### src/rtl/if_pkg.sv
`default_nettype none
// ============================================================================
//  Module   : if_pkg
//  Brief    : Shared types and constants for the instruction prefetch unit.
//  Revision : 1.0 - initial release
// ============================================================================
package if_pkg;

    typedef enum logic [1:0] {
        IDLE  = 2'd0,
        READ  = 2'd1,
        DRAIN = 2'd2
    } fetch_state_t;

    localparam int DEF_ADDR_WIDTH = 32;
    localparam int DEF_DATA_WIDTH = 32;
    localparam int INSTR_STRIDE   = DEF_DATA_WIDTH / 8;

    typedef struct packed {
        logic [DEF_ADDR_WIDTH-1:0] pc;
        logic [DEF_DATA_WIDTH-1:0] instr;
    } fetch_entry_t;

    // Byte distance between consecutive instruction words.
    function automatic int byte_stride(input int data_width);
        return data_width / 8;
    endfunction

endpackage
`default_nettype wire

### src/rtl/if_prefetch_unit_if.sv
`default_nettype none
// ============================================================================
//  Module   : if_prefetch_unit_if
//  Brief    : Instruction-side Wishbone classic bus bundle.
//  Revision : 1.0 - initial release
// ============================================================================
interface if_prefetch_unit_if #(
    parameter int ADDR_WIDTH = 32,
    parameter int DATA_WIDTH = 32
);
    logic                      wb_cyc_o;
    logic                      wb_stb_o;
    logic                      wb_ack_i;
    logic [ADDR_WIDTH-1:0]     wb_adr_o;
    logic [DATA_WIDTH-1:0]     wb_dat_o;
    logic [DATA_WIDTH-1:0]     wb_dat_i;
    logic [DATA_WIDTH/8-1:0]   wb_sel_o;
    logic                      wb_we_o;

    modport master (
        output wb_cyc_o, wb_stb_o, wb_adr_o, wb_dat_o, wb_sel_o, wb_we_o,
        input  wb_ack_i, wb_dat_i
    );

    modport slave (
        input  wb_cyc_o, wb_stb_o, wb_adr_o, wb_dat_o, wb_sel_o, wb_we_o,
        output wb_ack_i, wb_dat_i
    );
endinterface
`default_nettype wire

### src/rtl/if_fifo.sv
`default_nettype none
// ============================================================================
//  Module   : if_fifo
//  Brief    : Synchronous first-word-fall-through FIFO with synchronous clear.
//  Revision : 1.0 - initial release
// ============================================================================
module if_fifo #(
    parameter int WIDTH = 64,
    parameter int DEPTH = 4
) (
    input  wire logic                       clk,
    input  wire logic                       reset_n,
    input  wire logic                       push,
    input  wire logic                       pop,
    input  wire logic                       clear,
    input  wire logic [WIDTH-1:0]           wdata,
    output logic                            full,
    output logic                            empty,
    output logic [$clog2(DEPTH):0]          count,
    output logic [WIDTH-1:0]                head
);
    localparam int PTR_W = $clog2(DEPTH);
    localparam int CNT_W = PTR_W + 1;

    logic [WIDTH-1:0] r_mem [DEPTH];
    logic [PTR_W-1:0] r_wr_ptr;
    logic [PTR_W-1:0] r_rd_ptr;
    logic [CNT_W-1:0] r_count;
    logic             w_do_push;
    logic             w_do_pop;

    assign full      = (r_count == CNT_W'(DEPTH));
    assign empty     = (r_count == '0);
    assign count     = r_count;
    assign head      = r_mem[r_rd_ptr];
    assign w_do_push = push && !full;
    assign w_do_pop  = pop && !empty;

    // Clear wins over a same-cycle push or pop; storage contents are left stale.
    always_ff @(posedge clk or negedge reset_n) begin
        if (!reset_n) begin
            r_wr_ptr <= '0;
            r_rd_ptr <= '0;
            r_count  <= '0;
            for (int i = 0; i < DEPTH; i++) begin
                r_mem[i] <= '0;
            end
        end else if (clear) begin
            r_wr_ptr <= '0;
            r_rd_ptr <= '0;
            r_count  <= '0;
        end else begin
            if (w_do_push) begin
                r_mem[r_wr_ptr] <= wdata;
                r_wr_ptr        <= r_wr_ptr + PTR_W'(1);
            end
            if (w_do_pop) begin
                r_rd_ptr <= r_rd_ptr + PTR_W'(1);
            end
            r_count <= r_count + CNT_W'(w_do_push) - CNT_W'(w_do_pop);
        end
    end

endmodule
`default_nettype wire

### src/rtl/if_prefetch_unit.sv
`default_nettype none
// ============================================================================
//  Module   : if_prefetch_unit
//  Brief    : Sequential Wishbone instruction fetch feeding a prefetch queue.
//  Revision : 1.0 - initial release
// ============================================================================
module if_prefetch_unit
    import if_pkg::*;
#(
    parameter int                  ADDR_WIDTH = 32,
    parameter int                  DATA_WIDTH = 32,
    parameter int                  FIFO_DEPTH = 4,
    parameter logic [ADDR_WIDTH-1:0] RESET_PC = 32'h8000_0000
) (
    input  wire logic                  clk,
    input  wire logic                  reset_n,
    input  wire logic                  redirect_i,
    input  wire logic [ADDR_WIDTH-1:0] redirect_pc_i,
    output logic                       out_valid_o,
    input  wire logic                  out_ready_i,
    output logic [DATA_WIDTH-1:0]      out_instr_o,
    output logic [ADDR_WIDTH-1:0]      out_pc_o,
    output logic                       busy_o,
    if_prefetch_unit_if.master         wb
);
    localparam int STRIDE = byte_stride(DATA_WIDTH);
    localparam int SEL_W  = DATA_WIDTH / 8;
    localparam int CNT_W  = $clog2(FIFO_DEPTH) + 1;
    localparam int ENT_W  = ADDR_WIDTH + DATA_WIDTH;

    fetch_state_t          r_state, w_state_next;
    logic [ADDR_WIDTH-1:0] r_fetch_pc, w_fetch_pc_next;
    logic                  r_cyc, w_cyc_next;
    logic                  r_stb, w_stb_next;
    logic [ADDR_WIDTH-1:0] r_adr, w_adr_next;
    logic [SEL_W-1:0]      r_sel, w_sel_next;
    logic                  w_push;
    logic                  w_full;
    logic                  w_empty;
    logic [CNT_W-1:0]      w_count;
    logic [ENT_W-1:0]      w_head;

    always_ff @(posedge clk or negedge reset_n) begin
        if (!reset_n) begin
            r_state    <= IDLE;
            r_fetch_pc <= RESET_PC;
            r_cyc      <= 1'b0;
            r_stb      <= 1'b0;
            r_adr      <= '0;
            r_sel      <= '0;
        end else begin
            r_state    <= w_state_next;
            r_fetch_pc <= w_fetch_pc_next;
            r_cyc      <= w_cyc_next;
            r_stb      <= w_stb_next;
            r_adr      <= w_adr_next;
            r_sel      <= w_sel_next;
        end
    end

    always_comb begin
        w_state_next    = r_state;
        w_fetch_pc_next = r_fetch_pc;
        w_cyc_next      = r_cyc;
        w_stb_next      = r_stb;
        w_adr_next      = r_adr;
        w_sel_next      = r_sel;
        w_push          = 1'b0;
        unique case (r_state)
            IDLE: begin
                if (redirect_i) begin
                    w_fetch_pc_next = redirect_pc_i;
                end else if (w_count < CNT_W'(FIFO_DEPTH)) begin
                    w_state_next = READ;
                    w_cyc_next   = 1'b1;
                    w_stb_next   = 1'b1;
                    w_sel_next   = '1;
                    w_adr_next   = r_fetch_pc;
                end
            end
            READ: begin
                if (redirect_i) begin
                    w_fetch_pc_next = redirect_pc_i;
                    // Without an ack the bus cycle must be finished in DRAIN.
                    if (wb.wb_ack_i) begin
                        w_state_next = IDLE;
                        w_cyc_next   = 1'b0;
                        w_stb_next   = 1'b0;
                        w_sel_next   = '0;
                    end else begin
                        w_state_next = DRAIN;
                    end
                end else if (wb.wb_ack_i) begin
                    w_push          = 1'b1;
                    w_fetch_pc_next = r_fetch_pc + ADDR_WIDTH'(STRIDE);
                    w_state_next    = IDLE;
                    w_cyc_next      = 1'b0;
                    w_stb_next      = 1'b0;
                    w_sel_next      = '0;
                end
            end
            DRAIN: begin
                if (redirect_i) begin
                    w_fetch_pc_next = redirect_pc_i;
                end
                if (wb.wb_ack_i) begin
                    w_state_next = IDLE;
                    w_cyc_next   = 1'b0;
                    w_stb_next   = 1'b0;
                    w_sel_next   = '0;
                end
            end
            default: begin
                w_state_next = IDLE;
                w_cyc_next   = 1'b0;
                w_stb_next   = 1'b0;
                w_sel_next   = '0;
            end
        endcase
    end

    if_fifo #(
        .WIDTH (ENT_W),
        .DEPTH (FIFO_DEPTH)
    ) u_fifo (
        .clk     (clk),
        .reset_n (reset_n),
        .push    (w_push),
        .pop     (out_ready_i),
        .clear   (redirect_i),
        .wdata   ({r_fetch_pc, wb.wb_dat_i}),
        .full    (w_full),
        .empty   (w_empty),
        .count   (w_count),
        .head    (w_head)
    );

    a_no_push_when_full: assert property (
        @(posedge clk) disable iff (!reset_n) !(w_push && w_full)
    );

    assign out_valid_o = !w_empty;
    assign out_pc_o    = w_head[ENT_W-1:DATA_WIDTH];
    assign out_instr_o = w_head[DATA_WIDTH-1:0];
    assign busy_o      = (r_state != IDLE);

    assign wb.wb_cyc_o = r_cyc;
    assign wb.wb_stb_o = r_stb;
    assign wb.wb_adr_o = r_adr;
    assign wb.wb_sel_o = r_sel;
    assign wb.wb_dat_o = '0;
    assign wb.wb_we_o  = 1'b0;

endmodule
`default_nettype wire

### src/flat_wrapper.sv
// flat-port wrapper written by rule: the top's interface ports become plain ports
module if_prefetch_unit_flat import if_pkg::*;
#(
    parameter int                  ADDR_WIDTH = 32,
    parameter int                  DATA_WIDTH = 32,
    parameter int                  FIFO_DEPTH = 4,
    parameter logic [ADDR_WIDTH-1:0] RESET_PC = 32'h8000_0000
)
  (clk, reset_n, redirect_i, redirect_pc_i, out_valid_o, out_ready_i, out_instr_o, out_pc_o, busy_o, wb_wb_cyc_o, wb_wb_stb_o, wb_wb_adr_o, wb_wb_dat_o, wb_wb_sel_o, wb_wb_we_o, wb_wb_ack_i, wb_wb_dat_i);
  if_prefetch_unit_if #(.ADDR_WIDTH(ADDR_WIDTH), .DATA_WIDTH(DATA_WIDTH)) wb_i ();
  input  wire logic clk;
  input  wire logic reset_n;
  input  wire logic redirect_i;
  input  wire logic [ADDR_WIDTH-1:0] redirect_pc_i;
  output logic out_valid_o;
  input  wire logic out_ready_i;
  output logic [DATA_WIDTH-1:0] out_instr_o;
  output logic [ADDR_WIDTH-1:0] out_pc_o;
  output logic busy_o;
  output wire logic [$bits(wb_i.wb_cyc_o)-1:0] wb_wb_cyc_o;
  output wire logic [$bits(wb_i.wb_stb_o)-1:0] wb_wb_stb_o;
  output wire logic [$bits(wb_i.wb_adr_o)-1:0] wb_wb_adr_o;
  output wire logic [$bits(wb_i.wb_dat_o)-1:0] wb_wb_dat_o;
  output wire logic [$bits(wb_i.wb_sel_o)-1:0] wb_wb_sel_o;
  output wire logic [$bits(wb_i.wb_we_o)-1:0] wb_wb_we_o;
  input wire logic [$bits(wb_i.wb_ack_i)-1:0] wb_wb_ack_i;
  input wire logic [$bits(wb_i.wb_dat_i)-1:0] wb_wb_dat_i;
  assign wb_wb_cyc_o = wb_i.wb_cyc_o;
  assign wb_wb_stb_o = wb_i.wb_stb_o;
  assign wb_wb_adr_o = wb_i.wb_adr_o;
  assign wb_wb_dat_o = wb_i.wb_dat_o;
  assign wb_wb_sel_o = wb_i.wb_sel_o;
  assign wb_wb_we_o = wb_i.wb_we_o;
  assign wb_i.wb_ack_i = wb_wb_ack_i;
  assign wb_i.wb_dat_i = wb_wb_dat_i;
  if_prefetch_unit #(.ADDR_WIDTH(ADDR_WIDTH), .DATA_WIDTH(DATA_WIDTH), .FIFO_DEPTH(FIFO_DEPTH), .RESET_PC(RESET_PC)) u_core (.clk(clk), .reset_n(reset_n), .redirect_i(redirect_i), .redirect_pc_i(redirect_pc_i), .out_valid_o(out_valid_o), .out_ready_i(out_ready_i), .out_instr_o(out_instr_o), .out_pc_o(out_pc_o), .busy_o(busy_o), .wb(wb_i));
endmodule
### config.mk
export PLATFORM = sky130hd
export DESIGN_NAME = if_prefetch_unit_flat
export DESIGN_NICKNAME = d
export VERILOG_FILES = /design/src/rtl/if_pkg.sv /design/src/rtl/if_prefetch_unit_if.sv /design/src/rtl/if_fifo.sv /design/src/rtl/if_prefetch_unit.sv /design/src/flat_wrapper.sv
export SDC_FILE = /design/constraint.sdc
export NUM_CORES = 1
export LEC_CHECK = 0
export BUFFER_PORTS_ARGS = -buffer_cell sky130_fd_sc_hd__buf_2
export CELL_PAD_IN_SITES_DETAIL_PLACEMENT = 1
export CELL_PAD_IN_SITES_GLOBAL_PLACEMENT = 2
export CORE_MARGIN = 2
export CORE_UTILIZATION = 40
export CTS_BUF_LIST = sky130_fd_sc_hd__clkbuf_8
export DETAILED_ROUTE_END_ITERATION = 7
export GPL_ROUTABILITY_DRIVEN = 0
export PLACE_DENSITY_LB_ADDON = 0.1
export RECOVER_POWER = 25
export SYNTH_ARGS = -nofsm -noshare
export SYNTH_HDL_FRONTEND = slang
export SYNTH_SLANG_ARGS = --single-unit
### constraint.sdc
create_clock -name clk -period 7.5 [get_ports clk]
set_input_delay 1.125 -clock clk [delete_from_list [all_inputs] [get_ports clk]]
set_output_delay 1.125 -clock clk [all_outputs]
set_load 0.1 [all_outputs]
==> results of run 1 <==
==> metal layers <==
layer  vias up  routed length (um)  global-route usage
li1       4106                   -                   -
met5         -                  11                   0
met4         2                 749             0.06302
met2       175               17730              0.3089
met1      4812               17310              0.2696
met3        53                1352             0.03476
==> state kept, by name, indices dropped and copies added (netlist names) <==
name	flops
u_core.u_fifo.r_mem	256
u_core.u_fifo.r_wr_ptr	2
u_core.u_fifo.r_rd_ptr	2
u_core.r_state	2
u_core.wb.wb_sel_o	1
u_core.wb.wb_adr_o	32
u_core.u_fifo.count	3
u_core.r_fetch_pc	32
==> cells in the final DEF (no fill, tap or decap), types with 4 or more instances in the layout <==
master / Yosys / routed
a2bb2oi_1: 6 / 6
a311oi_1: 8 / 8
nand3_1: 12 / 12
nand4_1: 5 / 5
mux4_2: 64 / 64
nor3_1: 9 / 8
dfrtp_1: 329 / 327
mux2_2: 270 / 270
nand2_1: 23 / 23
o21ai_0: 12 / 12
o32ai_1: 4 / 4
nand2_4: 4 / 4
nor2_1: 36 / 35
a21oi_1: 24 / 25
conb_1: 1 / 33
clkbuf_8: 6 / 68
mux2_1: 20 / 20
buf_4: 38 / 11
a211oi_1: 11 / 11
inv_1: 11 / 38
o22ai_1: 8 / 8
ha_1: 11 / 11
nor4_1: 5 / 5
buf_2: 36 / 171
==> final cells by class <==
type	instances	area, um^2
fillers	3865	20250
clock buffers	68	935.9
clock inverters	31	131.4
inverters	12	45.04
diodes	1	2.502
flip-flops and latches	330	8267
repair buffers	184	962.2
well taps	511	639.4
multi-input cells	618	6342
==> final timing paths <==
| check | startpoint | end | slack (ns) |
|---|---|---|---|
| worst max-delay path | reset_n | u_core.u_fifo.r_mem[176]$_DFFE_PN0P_ | 2.44 |
| worst min-delay path | u_core.u_fifo.r_mem[123]$_DFFE_PN0P_ | u_core.u_fifo.r_mem[123]$_DFFE_PN0P_ | 0.49 |
| worst max register to register | u_core.r_state[1]$_DFFE_PN0P_ | u_core.u_fifo.r_mem[30]$_DFFE_PN0P_ | 4.11 |
| worst min register to register | u_core.u_fifo.r_mem[123]$_DFFE_PN0P_ | u_core.u_fifo.r_mem[123]$_DFFE_PN0P_ | 0.49 |
| max in group clk | u_core.u_fifo.r_rd_ptr[0]$_DFFE_PN0P_ | out_pc_o[2] | 3.14 |
| min in group asynchronous | reset_n | u_core.u_fifo.r_mem[209]$_DFFE_PN0P_ | 2.23 |
==> cells in the mapped netlist (all sizes together), types with 2 or more instances <==
| master | count |
|---|---|
| a32oi | 2 |
| mux2i | 3 |
| mux2 | 290 |
| o21ai | 12 |
| buf | 80 |
| inv | 11 |
| o22ai | 8 |
| a31oi | 3 |
| xor2 | 2 |
| a2bb2oi | 6 |
| a211oi | 11 |
| nor2b | 2 |
| nor3 | 12 |
| ha | 11 |
| nor2 | 36 |
| nor4 | 6 |
| o32ai | 4 |
| nand3 | 13 |
| a311oi | 8 |
| o22a | 3 |
| and2 | 5 |
| o211ai | 2 |
| nand2b | 3 |
| mux4 | 64 |
| and3 | 4 |
| dfrtp | 329 |
| xnor2 | 3 |
| clkbuf | 31 |
| nand2 | 28 |
| a21oi | 25 |
| nand4 | 6 |
| or3 | 2 |
==> stage by stage <==
stage	hold WS [ns]	setup slack, ns
2_1_floorplan	0.4587	4.427
3_3_place_gp	0.4700	3.709
3_5_place_dp	0.4774	3.682
4_1_cts	0.4662	2.971
5_1_grt	0.5045	1.441
6_report	0.4903	2.443
==> cell families (layout without fill, tap and decap cells) <==
family / Yosys count / in the layout / synth area share
flip-flops: 330 / 330 / 0.5436
buffers and inverters: 123 / 295 / 0.04702
other: 1 / 34 / 0.0002468
adder cells (fa/ha/maj): 12 / 12 / 0.01038
multiplexers: 357 / 357 / 0.3118
XOR/XNOR: 5 / 5 / 0.002883
AND/OR/NAND/NOR: 120 / 120 / 0.04291
AO/OA/AOI/OAI: 91 / 91 / 0.04118
==> flow_summary_export.csv, run 1 <==
group,metric,value,unit
timing,slew_headroom,-2.273,
cts,cts.sinks,330,
cts,path_clk_slew,0.06,ns
logic_synthesis,synth_top_area_cell,"dfrtp_1",
cts,cts_made_buffers,58,
logic_synthesis,yosysTopAreaCellShare,0.5419,
logic_synthesis,netlist_instances,1039,
timing,fmax,0.1977,GHz
floorplanning,die-area,39560,um^2
floorplanning,core,37580,um^2
cts,postCtsHoldBufs,0,
global_route,grt_max_degree,144,
floorplanning,chipWidth,198.9,um
placement,place_area,16280,um^2
timing,worstMarginPinSlew,4.910,ns
floorplanning,io_pins,206,
floorplanning,placementRows,71,
critical_path,crit_chain,"clkbuf_1",
critical_path,critPathTopFamily,"buffers and inverters",
critical_path,crit_type,"in -> async",
detailed_routing,drt_iter0_drc,345,
logic_synthesis,ys_ff_latch,330,
logic_synthesis,synthFlopType,"dfrtp_1",
critical_path,cp.arrival,4.62,ns
cts,ctsResizeCount,0,
logic_synthesis,syn_area,15190,um^2
min_path,whs_path_depth,1,
placement,dp_cells,1655,
global_route,track_usage,0.1939,
timing,finalMaxSlewViolations,86,
timing,skew,0.02402,ns
logic_synthesis,ys_warn_count,0,
critical_path,cp.required,7.06,ns
critical_path,cp.depth,1,
status,outcome,"finished with violations",
placement,post-dp-hpwl,22.99,mm
detailed_routing,routedWlPerCell,21.17,um
critical_path,crit_path_top_delay_cell,"clkbuf_1",
timing,finalCritPeriodShare,0.6743,
cells_and_area,final_layout_size_suffix_gt1_frac,0.4899,
cells_and_area,nets,1285,
timing,finalSetupViolations,0,
flow_run,drv_cap,1,
cts,cts_tree,"yes",
critical_path,crit_fanout,86,
logic_synthesis,yosys-top-cells-area,"dfrtp_1, mux2_2, mux4_2",
timing,hold_viol_final,0,
detailed_routing,dr.pass1.iters,4,
critical_path,worstSetupEndpointType,"async pin",
cts,cts.htree.levels,2,
cts,postCtsSetupBuffers,0,
detailed_routing,via_per_inst,5.213,
global_route,grt_pass1_wl,58.35,mm
cts,clockBufferDepth,3,
detailed_routing,drc,0,
critical_path,max_stage_delay,3.36,ns
floorplanning,initial_utilization,0.4043,
logic_synthesis,ys_seq_area_frac,0.5436,
critical_path,critPathLaunchType,"input port",
global_route,antenna_found_initial,2,
global_route,grt_pass1_vias,9824,
detailed_routing,ant_nets,0,
global_route,grt-ovfl-total,0,
logic_synthesis,synth_area_per_cell,14.62,um^2
critical_path,r2r_cells,8,
logic_synthesis,synth_edf_count,0,
cells_and_area,instances_no_fill,1755,
cts,clk_latency,0.64,ns
cells_and_area,fin_area,17330,um^2
timing,rsz0062_at_grt,"no",
detailed_routing,vias,9148,
cells_and_area,post-route-util,0.4611,
logic_synthesis,synth.distinct_cells,62,
cells_and_area,area_delta_synth_final,14.03,%
status,violations,"capacitance limit, slew limit",
cts,root_buffer,"clkbuf_8",
timing,fin_crit,5.057,ns
logic_synthesis,synthArstFlopShare,1.000,
detailed_routing,drt_wl_total,37.15,mm
placement,place.port_buffers,172,
timing,finalSetupTns,0,ns
floorplanning,die_h,198.9,um
critical_path,cp_num_buf_inv,1,
min_path,hp-class,"reg -> reg",
Power of run 1 is left out: the tool's default activity adds up to more than one toggle a clock period on the data nets, which glitch-free logic cannot reach.
==> inputs of run 2 (changes only) <==
--- a/config.mk
+++ b/config.mk
@@ -9,7 +9,7 @@
 export CELL_PAD_IN_SITES_DETAIL_PLACEMENT = 1
 export CELL_PAD_IN_SITES_GLOBAL_PLACEMENT = 2
 export CORE_MARGIN = 2
-export CORE_UTILIZATION = 40
+export CORE_UTILIZATION = 38
 export CTS_BUF_LIST = sky130_fd_sc_hd__clkbuf_8
 export DETAILED_ROUTE_END_ITERATION = 7
 export GPL_ROUTABILITY_DRIVEN = 0
==> constraint.sdc (replaced) <==
create_clock -name clk -period 4.3 [get_ports clk]
set_input_delay 0.645 -clock clk [delete_from_list [all_inputs] [get_ports clk]]
set_output_delay 0.645 -clock clk [all_outputs]
set_load 0.1 [all_outputs]
==> flow_summary_export.csv, run 2 (synthesis results as in run 1) <==
group,metric,value,unit
status,outcome,"finished with violations",
status,violations,"capacitance limit, slew limit",
detailed_routing,drt_iter0_drc,275,
cells_and_area,multi_input_area,6354,um^2
placement,post-dp-hpwl,25.02,mm
detailed_routing,vias,9264,
floorplanning,initial_utilization,0.3833,
timing,hold_viol_final,0,
detailed_routing,dr.pass1.iters,4,
floorplanning,die-area,41600,um^2
cts,postCtsSetupBuffers,0,
detailed_routing,drc,0,
floorplanning,core,39640,um^2
cells_and_area,regArea,8267,um^2
timing,finalSetupViolations,0,
cts,ctsResizeCount,0,
cts,root_buffer,"clkbuf_8",
cells_and_area,final_common_cell,"dfrtp_1",
timing,slew_headroom,-0.4757,
global_route,grt_pass1_vias,10140,
floorplanning,chipWidth,204.0,um
critical_path,cp.arrival,2.78,ns
timing,finalCritPeriodShare,0.7958,
cells_and_area,nets,1295,
floorplanning,die_h,204.0,um
global_route,track_usage,0.1880,
cts,path_clk_slew,0.07,ns
cells_and_area,final_layout_size_suffix_gt1_frac,0.5016,
cts,clockBufferDepth,3,
min_path,hp-class,"in -> reg",
cts,cts.htree.levels,2,
detailed_routing,drt_wl_total,38.19,mm
placement,place.port_buffers,172,
cts,cts.sinks,330,
cts,postCtsHoldBufs,1,
detailed_routing,via_per_inst,5.196,
floorplanning,placementRows,73,
cts,cts_made_buffers,59,
cells_and_area,largest_register,"u_core.u_fifo.r_mem",
global_route,grt_max_degree,84,
timing,finalSetupTns,0,ns
critical_path,critPathLaunchType,"flop",
timing,finalMaxSlewViolations,82,
detailed_routing,ant_nets,0,
detailed_routing,routedWlPerCell,21.42,um
cells_and_area,largest_reg_flops,256,
cells_and_area,layout.cells.most_common_list,"dfrtp_1, mux2_2, buf_2, clkbuf_8, mux4_2",
flow_run,drv_cap,1,
critical_path,worstSetupEndpointType,"primary output",
critical_path,r2r_slack,1.55,ns
cts,cts_tree,"yes",
cts,clk_latency,0.64,ns
critical_path,cp.required,3.65,ns
global_route,grt_pass1_wl,59.88,mm
timing,skew,0.02554,ns
critical_path,crit_type,"reg -> out",
timing,fmax,0.2922,GHz
critical_path,crit_fanout,32,
global_route,antenna_found_initial,6,
timing,rsz0062_at_grt,"no",
timing,worstMarginPinSlew,2.214,ns
cells_and_area,area_delta_synth_final,15.60,%
cells_and_area,n_fill_cell,4049,
global_route,grt-ovfl-total,0,
timing,fin_crit,3.422,ns
floorplanning,io_pins,206,
[run 2: changes by cell type in the layout (fill, tap and decap cells not counted), sizes merged, moves of 2 or more]
cell | previous run | this run
clkbuf | 69 | 73
inv | 40 | 32
buf | 183 | 191
clkinv | 2 | 8
bufinv | 0 | 2
[run 2: worst max-delay path, stage by stage (launching register included)]
cell and delay [ns]:
dfrtp_4 0.90, buf_4 0.36, mux4_2 0.55, buf_2 0.31
[run 2: stage by stage]
step | instance area (um^2) | utilization | cells | hold WS [ns] | setup WS (ns)
2_1_floorplan | 15310 | - | 1071 | 0.3494 | 1.603
3_3_place_gp | 16380 | 0.4132 | 1677 | 0.4697 | 1.474
3_5_place_dp | 16380 | 0.4132 | 1677 | 0.4803 | 1.439
4_1_cts | 17570 | 0.4432 | 1781 | 0.1707 | 0.7133
5_1_grt | 17560 | 0.4429 | 1781 | 0.1880 | 0.6538
6_report | 17560 | 0.4431 | 1783 | 0.2388 | 0.8781
[run 2: cell type report]
class | count | area share
inverter | 12 | 0.002565
sequential | 330 | 0.4707
clock buffer | 72 | 0.05642
timing repair buffer | 193 | 0.06027
antenna | 2 | 0.0002850
tap | 525 | 0.03740
clock inverter | 31 | 0.01061
multi-input combinational | 618 | 0.3618
[run 2: final timing paths]
check / cells past startpoint / start / endpoint
max in group asynchronous: 3 / reset_n / u_core.u_fifo.r_rd_ptr[0]$_DFFE_PN0P_
worst min register to register: 1 / u_core.u_fifo.r_mem[230]$_DFFE_PN0P_ / u_core.u_fifo.r_mem[230]$_DFFE_PN0P_
worst max register to register: 8 / u_core.r_state[1]$_DFFE_PN0P_ / u_core.u_fifo.r_mem[195]$_DFFE_PN0P_
worst max-delay path: 3 / u_core.u_fifo.r_rd_ptr[0]$_DFFE_PN0P_ / out_pc_o[14]
min in group asynchronous: 2 / reset_n / u_core.u_fifo.r_mem[218]$_DFFE_PN0P_
worst min-delay path: 3 / redirect_pc_i[28] / u_core.r_fetch_pc[28]$_DFFE_PN0P_
[run 2: metal layers]
layer  GRT usage  share of wire  wire length (um)
met5           0         0.0017                65
met4     0.04840          0.017               662
met3     0.04735          0.049              1865
met2      0.3096           0.48             18430
met1      0.2486           0.45             17170
Power of run 2 is left out for the same reason.
